`config.mk`:
```
export PLATFORM = sky130hd
export DESIGN_NAME = eim_sys_request_handler
export DESIGN_NICKNAME = d
export VERILOG_FILES = /design/src/rtl/eim_sys_request_handler.sv
export SDC_FILE = /design/constraint.sdc
export NUM_CORES = 1
export LEC_CHECK = 0
export CELL_PAD_IN_SITES_DETAIL_PLACEMENT = 1
export CELL_PAD_IN_SITES_GLOBAL_PLACEMENT = 1
export CORE_ASPECT_RATIO = 1.25
export CORE_MARGIN = 5
export CORE_UTILIZATION = 47
export DETAILED_ROUTE_END_ITERATION = 6
export HOLD_SLACK_MARGIN = 0.06
export PLACE_DENSITY = 0.92
export SLEW_MARGIN = 20
export SYNTH_ARGS = -nofsm -noshare
export SYNTH_HDL_FRONTEND = slang
export SYNTH_SLANG_ARGS = --single-unit
```
`constraint.sdc`:
```
create_clock -name sys_clk -period 8.5 [get_ports sys_clk]
set_clock_uncertainty 0.15 [all_clocks]
set_input_delay 1.7 -clock sys_clk [delete_from_list [all_inputs] [get_ports sys_clk]]
set_output_delay 1.7 -clock sys_clk [all_outputs]
set_load 0.05 [all_outputs]
```
`src/rtl/eim_sys_request_handler.sv`:
```
// System-clock-side request executor for the EIM bridge: buffers forwarded requests,
// drives single-cycle core bus strobes and paces read responses to the return CDC.
module eim_sys_request_handler #(
  parameter int ADDR_WIDTH   = 17,
  parameter int DATA_WIDTH   = 32,
  parameter int READ_LATENCY = 2,
  parameter int RESP_GAP     = 4
) (
  input  logic                             sys_clk,
  input  logic                             sys_rst,
  input  logic [ADDR_WIDTH+DATA_WIDTH:0]   req_din,
  input  logic                             req_pulse,
  output logic [ADDR_WIDTH-1:0]            sys_addr,
  output logic                             sys_wr_en,
  output logic                             sys_rd_en,
  output logic [DATA_WIDTH-1:0]            sys_write_data,
  input  logic [DATA_WIDTH-1:0]            sys_read_data,
  output logic [DATA_WIDTH-1:0]            resp_dout,
  output logic                             resp_req,
  output logic                             busy,
  output logic                             overflow
);

  localparam int REQ_W = 1 + ADDR_WIDTH + DATA_WIDTH;
  localparam logic [3:0] LAT_INIT = 4'(READ_LATENCY);
  localparam logic [3:0] GAP_INIT = 4'(RESP_GAP);

  typedef enum logic [1:0] {IDLE, ISSUE, WAIT, RESP} state_t;

  state_t                state;
  logic [REQ_W-1:0]      fifo_mem [2];
  logic                  wr_ptr;
  logic                  rd_ptr;
  logic [1:0]            count;
  logic [1:0]            count_nxt;
  logic                  pop;
  logic                  push_ok;
  logic [REQ_W-1:0]      head;
  logic                  we_q;
  logic [3:0]            lat_cnt;
  logic [3:0]            gap_cnt;
  logic [DATA_WIDTH-1:0] rdata;
  logic                  fire;
  logic                  to_idle;

  always_comb begin
    pop       = (state == IDLE) && (count != 2'd0);
    push_ok   = req_pulse && ((count != 2'd2) || pop);
    count_nxt = count + {1'b0, push_ok} - {1'b0, pop};
    head      = fifo_mem[rd_ptr];
  end

  // The response pulse is registered, so it is launched on the edge that ends the
  // last WAIT cycle when the gap already allows it; RESP only holds a delayed one.
  always_comb begin
    fire = (gap_cnt == 4'd0) &&
           (((state == WAIT) && (lat_cnt == 4'd1)) || (state == RESP));
    to_idle = 1'b0;
    case (state)
      IDLE:    to_idle = (count == 2'd0);
      ISSUE:   to_idle = we_q;
      WAIT:    to_idle = fire;
      RESP:    to_idle = fire;
      default: to_idle = 1'b1;
    endcase
  end

  always_ff @(posedge sys_clk) begin
    if (push_ok) fifo_mem[wr_ptr] <= req_din;
  end

  always_ff @(posedge sys_clk or posedge sys_rst) begin
    if (sys_rst) begin
      wr_ptr <= 1'b0;
      rd_ptr <= 1'b0;
      count  <= '0;
    end else begin
      if (push_ok) wr_ptr <= ~wr_ptr;
      if (pop)     rd_ptr <= ~rd_ptr;
      count <= count_nxt;
    end
  end

  always_ff @(posedge sys_clk or posedge sys_rst) begin
    if (sys_rst) begin
      state          <= IDLE;
      sys_addr       <= '0;
      sys_write_data <= '0;
      sys_wr_en      <= 1'b0;
      sys_rd_en      <= 1'b0;
      resp_dout      <= '0;
      resp_req       <= 1'b0;
      busy           <= 1'b0;
      overflow       <= 1'b0;
      we_q           <= 1'b0;
      lat_cnt        <= '0;
      gap_cnt        <= '0;
      rdata          <= '0;
    end else begin
      sys_wr_en <= 1'b0;
      sys_rd_en <= 1'b0;
      resp_req  <= 1'b0;
      busy      <= !to_idle || (count_nxt != 2'd0);
      if (req_pulse && !push_ok) overflow <= 1'b1;

      if (fire) begin
        gap_cnt   <= GAP_INIT;
        resp_req  <= 1'b1;
        resp_dout <= (state == WAIT) ? sys_read_data : rdata;
      end else if (gap_cnt != 4'd0) begin
        gap_cnt <= gap_cnt - 4'd1;
      end

      case (state)
        IDLE: begin
          if (pop) begin
            we_q           <= head[REQ_W-1];
            sys_addr       <= head[ADDR_WIDTH+DATA_WIDTH-1 -: ADDR_WIDTH];
            sys_write_data <= head[DATA_WIDTH-1:0];
            sys_wr_en      <= head[REQ_W-1];
            sys_rd_en      <= ~head[REQ_W-1];
            state          <= ISSUE;
          end
        end
        ISSUE: begin
          if (we_q) begin
            state <= IDLE;
          end else begin
            lat_cnt <= LAT_INIT;
            state   <= WAIT;
          end
        end
        WAIT: begin
          if (lat_cnt == 4'd1) begin
            rdata <= sys_read_data;
            state <= fire ? IDLE : RESP;
          end else begin
            lat_cnt <= lat_cnt - 4'd1;
          end
        end
        RESP: begin
          if (fire) state <= IDLE;
        end
        default: state <= IDLE;
      endcase
    end
  end

endmodule

```
==> parameters.txt, run 1 <==
Parameter                              Value

Detailed routing
  Detailed route wirelength on metal2 ... 13590 um
  Met3 routed wirelength ... 841 um
  Number of nets with antenna violations after detailed routing ... 0
  Post-DR wirelength/cell ... 23.31 um
  Routed metal-1 wirelength ... 7999 um
  DR DRC count ... 0
  Pre-Repair DR Iteration Count ... 5
  Via/cell ratio ... 5.194
  First-iteration detailed-routing DRC count ... 251
  Uppermost metal layer occupied by signal nets ... met4
  Via Count ... 5126
  Routed wire length ... 23010 um

Clock network
  Count of cells resized by post-cts repair ... 0
  TritonCTS clock tree ... done
  Sinks on Clock Net ... 233
  Clock-pin slew on the worst setup and hold paths ... 0.06 ns
  Post-CTS setup buffer count ... 0
  Max clock buf depth ... 3
  Worst-Skew Late Latency ... 0.52 ns
  Total of hold buffers inserted after clock tree synthesis ... 0
  CTS root buf ... sky130_fd_sc_hd__clkbuf_16
  Number of buffers inserted during clock tree synthesis ... 24
  H-tree levels ... 1

Yosys
  Cell accounting for the most synthesized area ... sky130_fd_sc_hd__dfrtp_1
  Basic-gate share of the synthesized area counting and, or, nand and nor cells ... 0.01732
  Complex-gate fraction of the synthesized area ... 0.01719
  Most instantiated library cell after synthesis ... sky130_fd_sc_hd__mux2_2
  Arithmetic-cell share of the synthesized area counting full adders, half adders and majority gates ... 0.008057
  Cell variety after synth ... 38
  Mux contribution to synthesized area ... 0.2500
  Primary flip-flop cell chosen by synthesis mapping ... sky130_fd_sc_hd__dfrtp_1
  XOR/XNOR Fraction of Synth Area ... 0.003760
  Total nets after synthesis ... 615
  Number of flops mapped to enable cells by yosys ... 100
  Yosys Warn Count ... 0
  Synth cell count leaders ... sky130_fd_sc_hd__mux2_2 (160), sky130_fd_sc_hd__dfrtp_1 (133), sky130_fd_sc_hd__edfxtp_1 (100)
  Top area cells in the synthesized netlist ... sky130_fd_sc_hd__dfrtp_1 (36%), sky130_fd_sc_hd__edfxtp_1 (32%), sky130_fd_sc_hd__mux2_2 (19%)
  Largest family of logic cells by synthesized area ... multiplexers
  Synthesized netlist cell count ... 524
  Share of synthesized registers carrying an async set or reset ... 0.5708
  Yosys reg bits ... 233
  Fraction of the yosys area taken by sequential cells ... 0.6795
  Avg Cell Area, Syn ... 17.78 um2
  Mapped Area ... 9318 um2
  Portion of synthesized cell area occupied by the leading cell type ... 0.3572

Cells and area
  Final #Nets ... 794
  Fraction of final layout cells sized beyond drive strength 1 ... 0.3370
  Layout overhead on the synthesized area ... 29.61%
  Post-route cell area ... 12080 um2
  Fill cell total of the finished layout ... 1698

Die
  Effective utilization at floorplan ... 0.4786
  Die area ... 22760 um2
  Die outline height ... 167.4 um
  Site row count ... 57
  Die Wd ... 135.9 um
  Core Area ... 19470 um2
  Num ports ... 171

Critical path
  Type of the worst setup path ... register to output pin
  Arrival time worst endpoint ... 1.78 ns
  Required time of the critical path ... 6.65 ns
  Slowest stage cell, crit path ... sky130_fd_sc_hd__clkdlybuf4s50_1
  Number of buffer and inverter stages on the critical path ... 1
  Startpoint of the most critical register-to-register path ... state[0]
  Kind of cell with the highest combined delay on the critical path ... buffers and inverters
  Sort of element at the start of the critical path ... register
  Crit path capture type ... output pin
  Launching instance or port of the critical path ... sys_addr[11]
  Critical path, cell by cell ... clkdlybuf4s50_1
  Delay of the slowest cell on the worst path ... 0.84 ns
  Crit path max fanout ... 2

Global routing
  Antenna violations before repair ... 1
  Global-route wire length before repair ... 36070 um
  Overall overflow remaining after global route ... 0
  Vias in the first global route ... 6176
  Global-route usage over all layers ... 0.2051
  Largest net degree at the start of global routing ... 70

Placed design
  Detailed placement HPWL ... 15600 um
  Buffers on Ports ... 170
  Routability congestion estimate from global placement ... 0.7590
  Total cell area at the placement stage ... 11240 um2

Power
  P_leak ... 4.774 nW
  VDD IR-drop max ... 0.0003269 V
  Power per cell area ... 434.3 nW/um2

Status
  Result of the run ... complete, no violations

Timing
  Number of failing hold endpoints at the final stage ... 0
  Final slew viol count ... 0
  Total negative slack for setup checks ... 0 ns
  Worst max-slew margin expressed relative to the limit ... 0.2979
  RSZ-0062 raised after global routing ... no
  FMAX ... 0.2752 GHz
  Worst slew pin tran ... 1.051 ns
  Shortest period the worst path allows ... 3.633 ns
  Setup violators final ... 0
  Part of the cycle the worst path needs ... 0.4275

Flow run
  Max-capacitance violation count ... 0

Hold path
  Origin of the worst min-delay path ... overflow
  Type of the tightest min-delay check ... register to register
-- registers in the layout, summed over array words and instances (netlist names), 2 cells and up --
register	flops
fifo_mem	100
rdata	32
resp_dout	32
sys_write_data	32
sys_addr	17
gap_cnt	4
lat_cnt	4
count	2
state	2
-- layout by cell type (no fill, tap or decap), drive strengths merged, types with 4 or more instances in the layout --
master / count
inv: 12
edfxtp: 100
o21ai: 7
ha: 6
mux2i: 4
mux2: 194
clkbuf: 35
xnor2: 4
nand2: 7
nor2: 7
clkdlybuf4s50: 170
buf: 6
dfrtp: 133
clkinv: 6
-- final cells by class --
| type | count | area, um2 | area share |
|---|---|---|---|
| repair buffers | 176 | 1747 | 0.1446 |
| clock buffers | 35 | 701.9 | 0.05812 |
| well taps | 265 | 331.6 | 0.02746 |
| inverters | 12 | 50.05 | 0.004144 |
| multi-input cells | 256 | 2784 | 0.2305 |
| diodes | 1 | 2.502 | 0.0002072 |
| flip-flops and latches | 233 | 6332 | 0.5243 |
| clock inverters | 9 | 127.6 | 0.01057 |
-- logic make-up (layout without fill, tap and decap cells) --
group	after synthesis	count (layout)
adders and majority gates	6	6
and+or+nand+nor	26	26
muxes	198	198
other	0	1
xor gates and xnor gates	4	4
AOI/OAI and AO/OA	22	22
DFF	233	233
buffers and inverters	35	232
-- path summary, 6_finish.rpt --
kind	to	depth (start not counted)	slack, ns
min in group asynchronous	sys_addr[10]	2	1.54
max in group asynchronous	rd_ptr	3	5.27
worst min register to register	overflow	1	0.35
worst min-delay path	overflow	1	0.35
worst max register to register	busy	8	5.59
worst max-delay path	sys_addr[11]	1	4.87
-- through the flow --
step	hold WS, ns	setup slack [ns]	std cells	power [mW]	util
6_report	0.3466	4.867	987	5.245	0.6203
3_5_place_dp	0.3240	4.450	942	4.182	0.5775
3_3_place_gp	0.3123	4.578	942	4.024	0.5775
5_1_grt	0.3655	4.855	987	5.481	0.6203
2_1_floorplan	0.3069	3.096	524	3.440	-
4_1_cts	0.3431	4.855	986	5.304	0.6201
-- layer usage --
metal | up-vias | global-route usage
li1 | 2291 | -
met1 | 2672 | 0.2193
met2 | 128 | 0.4034
met3 | 35 | 0.02941
met4 | 0 | 0.07014
met5 | - | 0
-- report_power, final --
group          switching, mW  total, mW  leakage (nW)  internal [mW]
sequential             0.269       1.90          2.51           1.63
clock                  0.426       1.09         0.407          0.664
combinational           1.30       2.26          1.86          0.953
total                   2.00       5.25          4.77           3.25
Note: power is estimated with default switching activity, not from simulation.
==> inputs of run 2 (changes only) <==
--- a/config.mk
+++ b/config.mk
@@ -9,10 +9,10 @@
 export CELL_PAD_IN_SITES_GLOBAL_PLACEMENT = 1
 export CORE_ASPECT_RATIO = 1.25
 export CORE_MARGIN = 5
-export CORE_UTILIZATION = 47
+export CORE_UTILIZATION = 44
 export DETAILED_ROUTE_END_ITERATION = 6
 export HOLD_SLACK_MARGIN = 0.06
-export PLACE_DENSITY = 0.92
+export PLACE_DENSITY = 0.88
 export SLEW_MARGIN = 20
 export SYNTH_ARGS = -nofsm -noshare
 export SYNTH_HDL_FRONTEND = slang
==> constraint.sdc (replaced) <==
create_clock -name sys_clk -period 3.8 [get_ports sys_clk]
set_clock_uncertainty 0.15 [all_clocks]
set_input_delay 0.76 -clock sys_clk [delete_from_list [all_inputs] [get_ports sys_clk]]
set_output_delay 0.76 -clock sys_clk [all_outputs]
set_load 0.05 [all_outputs]
==> parameters.txt, run 2 (same netlist as run 1, synthesis figures left out) <==
Parameter                              Value

Hold path
  Type of the tightest min-delay check ... register to register
  Hold Crit Depth ... 1 (unchanged)
  Hold endpoint ... overflow
  Origin of the worst min-delay path ... overflow

Critical path
  Slowest stage cell, crit path ... sky130_fd_sc_hd__clkdlybuf4s50_1
  Number of buffer and inverter stages on the critical path ... 1 (unchanged)
  Crit path max fanout ... 2 (unchanged)
  Critical path, cell by cell ... clkdlybuf4s50_1
  Sort of element at the start of the critical path ... register
  Crit path capture type ... output pin
  Required time of the critical path ... 2.89 ns (-3.76 ns)
  Delay of the slowest cell on the worst path ... 0.84 ns (about the same)
  Kind of cell with the highest combined delay on the critical path ... buffers and inverters
  Minimum setup slack among reg-to-reg paths ... 1.31 ns (-4.28 ns)
  Startpoint of the most critical register-to-register path ... state[0]
  Type of the worst setup path ... register to output pin
  Reg2reg path depth ... 9 (+1)
  Arrival time worst endpoint ... 1.81 ns (+0.03 ns)
  End of the worst register-to-register path ... busy

Status
  Result of the run ... complete, no violations

Global routing
  Global-route wire length before repair ... 34890 um (-3.3%)
  Largest net degree at the start of global routing ... 52 (-26%)
  Overall overflow remaining after global route ... 0 (unchanged)
  Antenna violations before repair ... 1 (unchanged)
  Global-route usage over all layers ... 0.1822 (-0.02290)
  Vias in the first global route ... 5947 (-3.7%)

Detailed routing
  Post-DR wirelength/cell ... 22.24 um (-4.6%)
  Via/cell ratio ... 5.106 (-1.7%)
  Detailed route wirelength on metal2 ... 12650 um (-6.9%)
  First-iteration detailed-routing DRC count ... 215 (-14%)
  Met3 routed wirelength ... 807 um (-4.0%)
  Routed metal-1 wirelength ... 8113 um (+1.4%)
  Pre-Repair DR Iteration Count ... 4 (-1)
  Routed wire length ... 22260 um (-3.3%)
  Via Count ... 5111 (-0.29%)
  Number of nets with antenna violations after detailed routing ... 0 (unchanged)
  DR DRC count ... 0 (unchanged)
  Uppermost metal layer occupied by signal nets ... met5

Power
  Internal power ... 7.340 mW (+130%)
  P_leak ... 4.827 nW (+1.1%)
  Switch share ... 0.3768 (-0.004255)
  Overall Power ... 11.78 mW (+120%)
  Logic pwr share ... 0.422 (-0.008)
  VDD IR-drop max ... 0.0005914 V (+81%)
  Net switching component of the power ... 4.438 mW (+120%)
  Power per cell area ... 966.8 nW/um2 (+120%)
  Flop pwr share ... 0.363 (about the same)
  Proportion of power drawn by the clock network ... 0.215 (+0.007)

Cells and area
  Fill cell total of the finished layout ... 1911 (+13%)
  Layout overhead on the synthesized area ... 30.74%
  Register name with the most flops ... fifo_mem
  Most frequent standard cell in the layout excluding fill and tap cells ... sky130_fd_sc_hd__clkdlybuf4s50_1
  Fraction of final layout cells sized beyond drive strength 1 ... 0.3480 (+0.01097)
  Number of diodes added for antenna fixing ... 0 (-1)
  Post-route cell area ... 12180 um2 (+0.87%)
  Post-layout utilization of the core ... 0.5852 (-0.03510)
  Number of flip-flops in the largest register ... 100 (unchanged)
  Final #Nets ... 800 (+0.76%)
  Commonest cells after routing, fill and taps aside ... sky130_fd_sc_hd__clkdlybuf4s50_1 (170), sky130_fd_sc_hd__mux2_2 (160), sky130_fd_sc_hd__dfrtp_1 (132)

Timing
  Total negative slack for setup checks ... 0 ns (unchanged)
  FMAX ... 0.3675 GHz
  Part of the cycle the worst path needs ... 0.7160
  Setup violators final ... 0 (unchanged)
  Shortest period the worst path allows ... 2.721 ns
  Number of failing hold endpoints at the final stage ... 0 (unchanged)
  Hold slack final ... 0.3481 ns (+0.001558 ns)
  Final slew viol count ... 0 (unchanged)
  RSZ-0062 raised after global routing ... no
  Worst slew pin tran ... 0.7608 ns (-0.2901 ns)
  Worst max-slew margin expressed relative to the limit ... 0.4928 (+0.1949)

Die
  Site row count ... 59 (+3.5%)
  Die outline height ... 172.7 um (+3.2%)
  Num ports ... 171 (unchanged)
  Die Wd ... 140.2 um (+3.1%)
  Core Area ... 20820 um2 (+6.9%)
  Effective utilization at floorplan ... 0.4476 (-0.03098)
  Die area ... 24210 um2 (+6.4%)

Clock network
  Total of hold buffers inserted after clock tree synthesis ... 0 (unchanged)
  Sinks on Clock Net ... 233 (unchanged)
  TritonCTS clock tree ... done
  Max clock buf depth ... 3 (unchanged)
  Clock-pin slew on the worst setup and hold paths ... 0.06 ns (about the same)
  H-tree levels ... 1 (unchanged)
  CTS root buf ... sky130_fd_sc_hd__clkbuf_16
  Count of cells resized by post-cts repair ... 0 (unchanged)
  Post-CTS setup buffer count ... 0 (unchanged)
  Worst-Skew Late Latency ... 0.52 ns (about the same)
  Number of buffers inserted during clock tree synthesis ... 24 (unchanged)

Placed design
  Routability congestion estimate from global placement ... 0.7598 (+0.11%)
  Total cell area at the placement stage ... 11310 um2 (+0.60%)
  Buffers on Ports ... 170 (unchanged)
  Detailed placement HPWL ... 14650 um (-6.1%)

Flow run
  Max-capacitance violation count ... 0 (unchanged)
## run 2: final cells by class
class / instances / area (um2) / area share
repair buffers: 182 / 1804 / 0.1481
clock inverters: 9 / 135.1 / 0.01109
well taps: 274 / 342.8 / 0.02814
flip-flops and latches: 233 / 6332 / 0.5198
inverters: 12 / 48.80 / 0.004006
multi-input cells: 256 / 2784 / 0.2285
clock buffers: 35 / 734.5 / 0.06029
## run 2: worst max-delay path by stage
stage           startpoint        endpoint  slack (ns)  cells past startpoint
2_1_floorplan    req_pulse  fifo_mem[0][0]        0.13                      2
3_3_place_gp     req_pulse            busy        0.99                      9
3_5_place_dp     req_pulse            busy        0.94                      9
4_1_cts        sys_addr[3]     sys_addr[3]        1.06                      1
5_1_grt        sys_addr[3]     sys_addr[3]        1.06                      1
6_report       sys_addr[3]     sys_addr[3]        1.08                      1
## run 2: through the flow
| step | instances | setup WS, ns |
|---|---|---|
| 6_report | 1001 | 1.079 |
| 5_1_grt | 1001 | 1.057 |
| 4_1_cts | 1001 | 1.061 |
| 3_5_place_dp | 957 | 0.9394 |
| 3_3_place_gp | 957 | 0.9925 |
| 2_1_floorplan | 524 | 0.1255 |
## run 2: power groups by stage
stage / Clock (mW) / Sequential [mW] / Combinational [mW]
finish: 2.53 / 4.27 / 4.98
CTS: 2.60 / 4.29 / 5.05
detailed placement: 0 / 4.31 / 4.99
global placement: 0 / 4.23 / 4.82
global route: 2.71 / 4.38 / 5.23
floorplan: 0 / 5.61 / 2.09
## run 2: layer usage
layer,up-vias,GRT usage
met5,-,0
met4,2,0.06018
met2,117,0.3470
met1,2656,0.2032
met3,40,0.03094
li1,2296,-
